### src/rtl/clk_div_prog.sv
// -----------------------------------------------------------------------------
// clk_div_prog -- programmable integer clock divider with glitch-free divisor
// reload.
//
// A counter runs 0..D-1 and wraps, so one clk_out period is exactly D clk
// periods for any D in 2..2^W-1. clk_out and tick are registered: both rise
// on the posedge where the counter becomes 0, and tick lasts one clk cycle.
//
// A new divisor is captured into a shadow register by a div_load strobe and
// only moves into div_cur at a period boundary, so a period is never cut
// short or stretched. Clearing en lets the current period finish, then parks
// the counter at D-1 with clk_out low until en returns.
//
// Optional feature (macro CLK_DIV_PROG_DUTY50_EN):
//   defined   -> a negedge register trims the last high cycle by half a clk
//                period, giving exactly 50% duty for odd D.
//   undefined -> posedge logic only; clk_out is high floor(D/2) cycles and
//                low ceil(D/2) cycles. Period and tick timing are identical.
//
// Parameters:
//   W        width of the divisor and counter
//   DEF_DIV  divisor in effect after reset (2..2^W-1)
//
// Ports:
//   clk       input clock
//   rst       synchronous active-high reset (priority over en and div_load)
//   en        run enable
//   div_val   requested divisor; 0 and 1 are clamped to 2 on capture
//   div_load  single-cycle strobe capturing div_val into the shadow register
//   clk_out   divided clock
//   tick      one-cycle pulse marking each clk_out rising edge
//   div_cur   divisor currently in effect
//   pend      high while a captured divisor waits for its period boundary
// -----------------------------------------------------------------------------
module clk_div_prog #(
  parameter int W       = 8,
  parameter int DEF_DIV = 7
) (
  input  logic         clk,
  input  logic         rst,
  input  logic         en,
  input  logic [W-1:0] div_val,
  input  logic         div_load,
  output logic         clk_out,
  output logic         tick,
  output logic [W-1:0] div_cur,
  output logic         pend
);

  localparam logic [W-1:0] DEF_D = W'(DEF_DIV);
  localparam logic [W-1:0] ONE   = W'(1);
  localparam logic [W-1:0] TWO   = W'(2);

  logic [W-1:0] cnt;
  logic [W-1:0] shadow;
  logic         phase_q;   // posedge-generated high phase of clk_out

  logic [W-1:0] load_val;
  logic         at_end;    // counter sits on the last cycle of the period
  logic         wrap;      // period boundary where the counter restarts at 0
  logic [W-1:0] d_next;
  logic [W-1:0] cnt_next;
  logic [W:0]   d_ext;
  logic [W:0]   hi_len;    // number of posedge cycles phase_q stays high
  logic         phase_next;

  always_comb begin
    load_val   = (div_val < TWO) ? TWO : div_val;
    at_end     = (cnt >= div_cur - ONE);
    wrap       = at_end & en;
    // The shadow moves in at any boundary, including the parked one while
    // en is low, so the held counter always reflects the divisor in effect.
    d_next     = (at_end && pend) ? shadow : div_cur;
    if (!at_end) begin
      cnt_next = cnt + ONE;
    end else if (en) begin
      cnt_next = '0;
    end else begin
      cnt_next = d_next - ONE;
    end
    d_ext      = {1'b0, d_next};
`ifdef CLK_DIV_PROG_DUTY50_EN
    // Odd D: stay high ceil(D/2) cycles; the negedge mask removes the last
    // half cycle.
    hi_len     = (d_ext + {{W{1'b0}}, 1'b1}) >> 1;
`else
    hi_len     = d_ext >> 1;
`endif
    // Parked at D-1 this is always 0, so clk_out holds low while disabled.
    phase_next = ({1'b0, cnt_next} < hi_len);
  end

  always_ff @(posedge clk) begin
    if (rst) begin
      cnt     <= DEF_D - ONE;
      div_cur <= DEF_D;
      shadow  <= DEF_D;
      pend    <= 1'b0;
      phase_q <= 1'b0;
      tick    <= 1'b0;
    end else begin
      cnt     <= cnt_next;
      div_cur <= d_next;
      phase_q <= phase_next;
      tick    <= wrap;
      // A load on the boundary edge itself lands in the shadow after the
      // old shadow has moved into div_cur, so it waits for the next boundary.
      if (div_load) begin
        shadow <= load_val;
        pend   <= 1'b1;
      end else if (at_end && pend) begin
        pend   <= 1'b0;
      end
    end
  end

`ifdef CLK_DIV_PROG_DUTY50_EN
  logic keep_q;  // low during the last high cycle of an odd period
  logic neg_q;   // keep_q re-timed to the falling edge of clk

  always_ff @(posedge clk) begin
    if (rst) begin
      keep_q <= 1'b1;
    end else begin
      keep_q <= ~(d_next[0] && (cnt_next == (d_next >> 1)));
    end
  end

  always_ff @(negedge clk) begin
    if (rst) begin
      neg_q <= 1'b0;
    end else begin
      neg_q <= keep_q;
    end
  end

  assign clk_out = phase_q & neg_q;
`else
  assign clk_out = phase_q;
`endif

endmodule
### config.mk
export PLATFORM = sky130hd
export DESIGN_NAME = clk_div_prog
export DESIGN_NICKNAME = d
export VERILOG_FILES = /design/src/rtl/clk_div_prog.sv
export SDC_FILE = /design/constraint.sdc
export NUM_CORES = 1
export LEC_CHECK = 0
export BUFFER_PORTS_ARGS = -buffer_cell sky130_fd_sc_hd__buf_2
export CORE_UTILIZATION = 55
export CTS_CLUSTER_SIZE = 8
export DETAILED_ROUTE_END_ITERATION = 10
export PLACE_DENSITY_LB_ADDON = 0.3
export RECOVER_POWER = 50
export SYNTH_ARGS = -nofsm -noshare
export SYNTH_HDL_FRONTEND = slang
export SYNTH_SLANG_ARGS = --single-unit
### constraint.sdc
create_clock -name clk -period 11.7 [get_ports clk]
set_input_delay 0 -clock clk [delete_from_list [all_inputs] [get_ports clk]]
set_output_delay 0 -clock clk [all_outputs]
set_load 0.02 [all_outputs]
; ---- Word-level counts from Yosys, hierarchy flattened
; Cells that the tools add are included.
[totals]
reg_bits = 27
input_bits = 12
elab_cells = 21
[classes]
n_addsub = 3
n_lt_le_gt_ge = 3
muxes = 6
bitwise_logic = 1
reduce_logical = 2
[ops]
columns = cell, count
row1 = $mux W8, 4
row2 = $sub A8 B1 Y8 const B, 2
row3 = $add A8 B1 Y8 const B, 1
row4 = $ge A8 B8 Y1, 1
row5 = $lt A8 B2 Y1 const B, 1
row6 = $lt A8 B7 Y1, 1
row7 = $mux W1, 2
row8 = $reduce_bool A2 Y1, 1
row9 = $and A1 B1 Y1, 1
row10 = $logic_and A1 B1 Y1, 1

; ---- Logic depth before layout (Yosys ltp)
[logic_depth]
depth_word = 8
depth_mapped = 23
ltp_nobuf = 22

; ---- Worst setup path after synthesis
; No wires, ideal clock.
[synth_path]
path_type = reg2reg
startpoint = reg div_cur[2]
endpoint = reg phase_q, in the netlist clk_out
setup_time_ns = 0.060
arrival_time_ns = 4.599
slack_ns = 7.041
path_stages_with_launch = 23
n_path_buf = 1
synth_period_minus_slack_ns = 4.659
path_cell_list = dfxtp_1 > or4_4 > nor2_1 > xnor2_1 > ha_1 > a21oi_1 > nor2_1 > a211oi_2 > a21boi_1 > buf_2 > mux2i_1 > ha_1 > nor3b_1 > xor2_1 > nor2_1 > a221oi_1 > o2bb2ai_1 > ha_1 > o21a_1 > o21ai_0 > a41oi_1 > a211oi_1 > o311a_1
[synth_between]
elab_chain_cells = 8
[synth_rtl]
columns = element, line
row1 = "start, declared", 46  ; output logic [W-1:0] div_cur,
row2 = "start signal, assigned", 103  ; div_cur <= d_next;
row3 = $sub A8 B1 Y8, 69  ; at_end = (cnt >= div_cur - ONE);
row4 = $ge A8 B8 Y1, 69
row5 = $logic_and A1 B1 Y1, 73  ; d_next = (at_end && pend) ? shadow : div_cur;
row6 = $mux W8, 73
row7 = $sub A8 B1 Y8, 79  ; cnt_next = d_next - ONE;
row8 = $mux W8, 76  ; end else if (en) begin
row9 = $mux W8 (*), 74  ; if (!at_end) begin
row10 = named net cnt_next[4], 62  ; logic [W-1:0] cnt_next;
row11 = $lt A8 B7 Y1 (*), 90  ; phase_next = ({1'b0, cnt_next} < hi_len);
row12 = "end signal, assigned", 104  ; phase_q <= phase_next;
row13 = "end, declared", 56  ; logic phase_q;
; The timed path passes the listed nets; every way through them passes the cells marked *.
; A chain may end at the register's enable or synchronous reset.

; ---- Final worst setup path
; Ends and elaborated chain as after synthesis.

==> flow_summary.ini <==
[route]
ant_nets = 0
routed-via-count = 1556
drc = 0
drtPass1Iterations = 4
drt_iter0_markers = 50
routedWlPerCell_um = 15.3
vias_per_cell = 5.66
routed_wirelength_mm = 4.22

[clocking]
cts_buffers = 3
clock-sinks = 27
clk_pin_slew_ns = 0.15
holdBufCountCts = 8
clk_latency_ns = 0.32
cts_setup_buffers = 0
clockBufferDepth = 2
cts_tree = done
cts_max_level = 1
ctsResizeCount = 0
root_buffer = clkbuf_4

[logic_synthesis]
netlist_area_sq_um = 1780
synth_common_cells = dfxtp_1, nor2_1, nand2_1
synth_top_area_cell = dfxtp_1
ys_async_sr_fraction_pct = 0
synth_top_area_share_pct = 30.4
synth_cells = 204
synth-seq-cells = 27
synth.area.top_cells = dfxtp_1, ha_1, mux2i_1
synthesis.nets = 233
yosys_most_used_dff = dfxtp_1
yosysMostFrequentCell = dfxtp_1
syn_avg_cell_area_sq_um = 8.71
synth_edf_count = 0
yosys.cell_types.count = 46
yosys_warnings = 0
seq_area_frac_synth_pct = 30.4

[floorplan]
die_area_sq_um = 3460
rows = 20
die_w_um = 58.8
io_pins = 23
core_area_sq_um = 3050
die_h_um = 58.8
start_util_pct = 58.2

[place]
routabilityCongestion = 0.866
port_buffers = 22
dpl.hpwl_mm = 3.20
placed_area_sq_um = 1910

[finish]
antennaDiodeCount = 0
fin_area_sq_um = 2000
fillers = 279
area_growth_pct = 12.7
final_layout_size_suffix_gt1_share_pct = 8.23
utilization_pct = 65.6
fin_nets = 261

[global_route]
track_usage_pct = 26.1
grt_pass1_vias = 1438
overflow = 0
antenna_found_initial = 0
grt_pass1_wl_mm = 6.79
grt_max_degree = 20

[timing]
worstMarginPinSlew_ns = 1.01
drv_slew = 0
period_needed_ns = 5.48
finalHoldViolCount = 0
fin_crit_sh_pct = 46.8
setup_tns_ns = 0
rsz0062_at_grt = no
final-setup-viol-count = 0
skew_ns = 0.00274
max-slew-margin-rel_pct = 32.3
fmax_mhz = 183

[setup_path]
slowest_delay_ns = 0.82
path_class = flop to flop
cpMostUsedCell = ha_1
worst_ep_arrival_time_ns = 5.76
crit_chain = or4_4, nor4_4, xnor2_1, ha_1, nand2_1, nor2_1, o31ai_4, a21boi_1, mux2i_1, ha_1, nor3b_1, xor2_1, nor2_1, a221oi_1, o2bb2ai_1, ha_1, o21a_1, o21ai_0, a41oi_1, a211oi_1, o311a_1
worst-path-max-fanout = 9
crit_required_ns = 11.98
startpoint_type = flop
end_kind = flop
slowest_stage = a21boi_1

[worst_hold_path]
hp-class = input port to flop

[power]
p_leak_uw = 0.000837
ir_drop_mv = 0.103
powerDensity_nw_per_um2 = 206

[run_status]
outcome = finished clean

[flow_run]
cap_viol_max_count = 0
-- critical path, delay by kind of cell, from the launching register on --
kind            cells  cell delay, ns
fa+ha+maj           3            0.85
flops               1            0.43
compound gates      9            2.20
xor+xnor            2            0.28
simple gates        6            1.34
mux                 1            0.33
-- power by group --
part           leakage, uW  internal [uW]  switching, uW
combinational     0.000601           99.2            144
clock            0.0000150           13.3           28.3
sequential        0.000221            108           19.8
total             0.000837            220            193
-- logic make-up (layout without fill, tap and decap cells) --
family                   count (synthesis)  in the layout  synth area share (%)
flip-flops                              27             27                  30.4
buffers and inverters                   14             41                  3.17
XOR/XNOR                                17             17                  8.38
adder cells (fa/ha/maj)                 17             17                  12.0
multiplexers                            19             19                  10.8
AO/OA/AOI/OAI                           34             34                  14.4
AND/OR/NAND/NOR                         76             76                  20.8
-- worst paths after layout --
| path | startpoint | end | slack (ns) | cells past startpoint |
|---|---|---|---|---|
| min | en | cnt[7] | 0.04 | 3 |
| max reg2reg | div_cur[2] | clk_out | 6.22 | 21 |
| min reg2reg | shadow[7] | shadow[7] | 0.57 | 2 |
| max | div_cur[2] | clk_out | 6.22 | 21 |
-- sequential cells by signal, summed over array words and instances, names as in the netlist --
name and cells:
clk_out 1, cnt 8, div_cur 8, pend 1
shadow 8, tick 1
-- per-layer routing --
| metal | wire (um) | global-route usage [%] | part of all wire, % | up-vias |
|---|---|---|---|---|
| met5 | 0 | 0 | 0 | - |
| met4 | 32 | 5.44 | 0.76 | 0 |
| met3 | 149 | 3.30 | 3.5 | 4 |
| met2 | 2010 | 44.2 | 48 | 35 |
| met1 | 2030 | 35.4 | 48 | 730 |
| li1 | - | - | - | 787 |
-- cells in the final DEF, fill, tap and decap left out, drive strengths merged, types with 3 or more instances in the layout --
| cell type | n |
|---|---|
| nor3 | 6 |
| inv | 7 |
| mux2i | 18 |
| xor2 | 9 |
| o21ai | 5 |
| xnor2 | 8 |
| ha | 17 |
| clkbuf | 16 |
| a21oi | 7 |
| and2 | 3 |
| dfxtp | 27 |
| buf | 10 |
| nor2 | 23 |
| o21a | 3 |
| nand2 | 22 |
| nand3 | 8 |
| dlygate4sd3 | 8 |
-- through the flow --
| step | power [uW] | setup slack [ns] | hold WS (ns) | std cells |
|---|---|---|---|---|
| global placement | 365 | 6.46 | 0.235 | 263 |
| finish | 413 | 6.22 | 0.0356 | 275 |
| CTS | 413 | 6.21 | 0.0286 | 275 |
| detailed placement | 368 | 6.26 | 0.235 | 263 |
| global route | 447 | 5.71 | 0.0354 | 275 |
| floorplan | 315 | 7.04 | 0.129 | 204 |
-- cell type report --
cell class              instances  area, sq um  area share (%)
multi-input cells             163         1180            58.9
clock buffers                   4         26.3            1.31
well taps                      44         55.1            2.75
inverters                       7         26.3            1.31
flip-flops and latches         27          541            27.0
repair buffers                 30          175            8.74
Power figures use the tool's default switching activity.
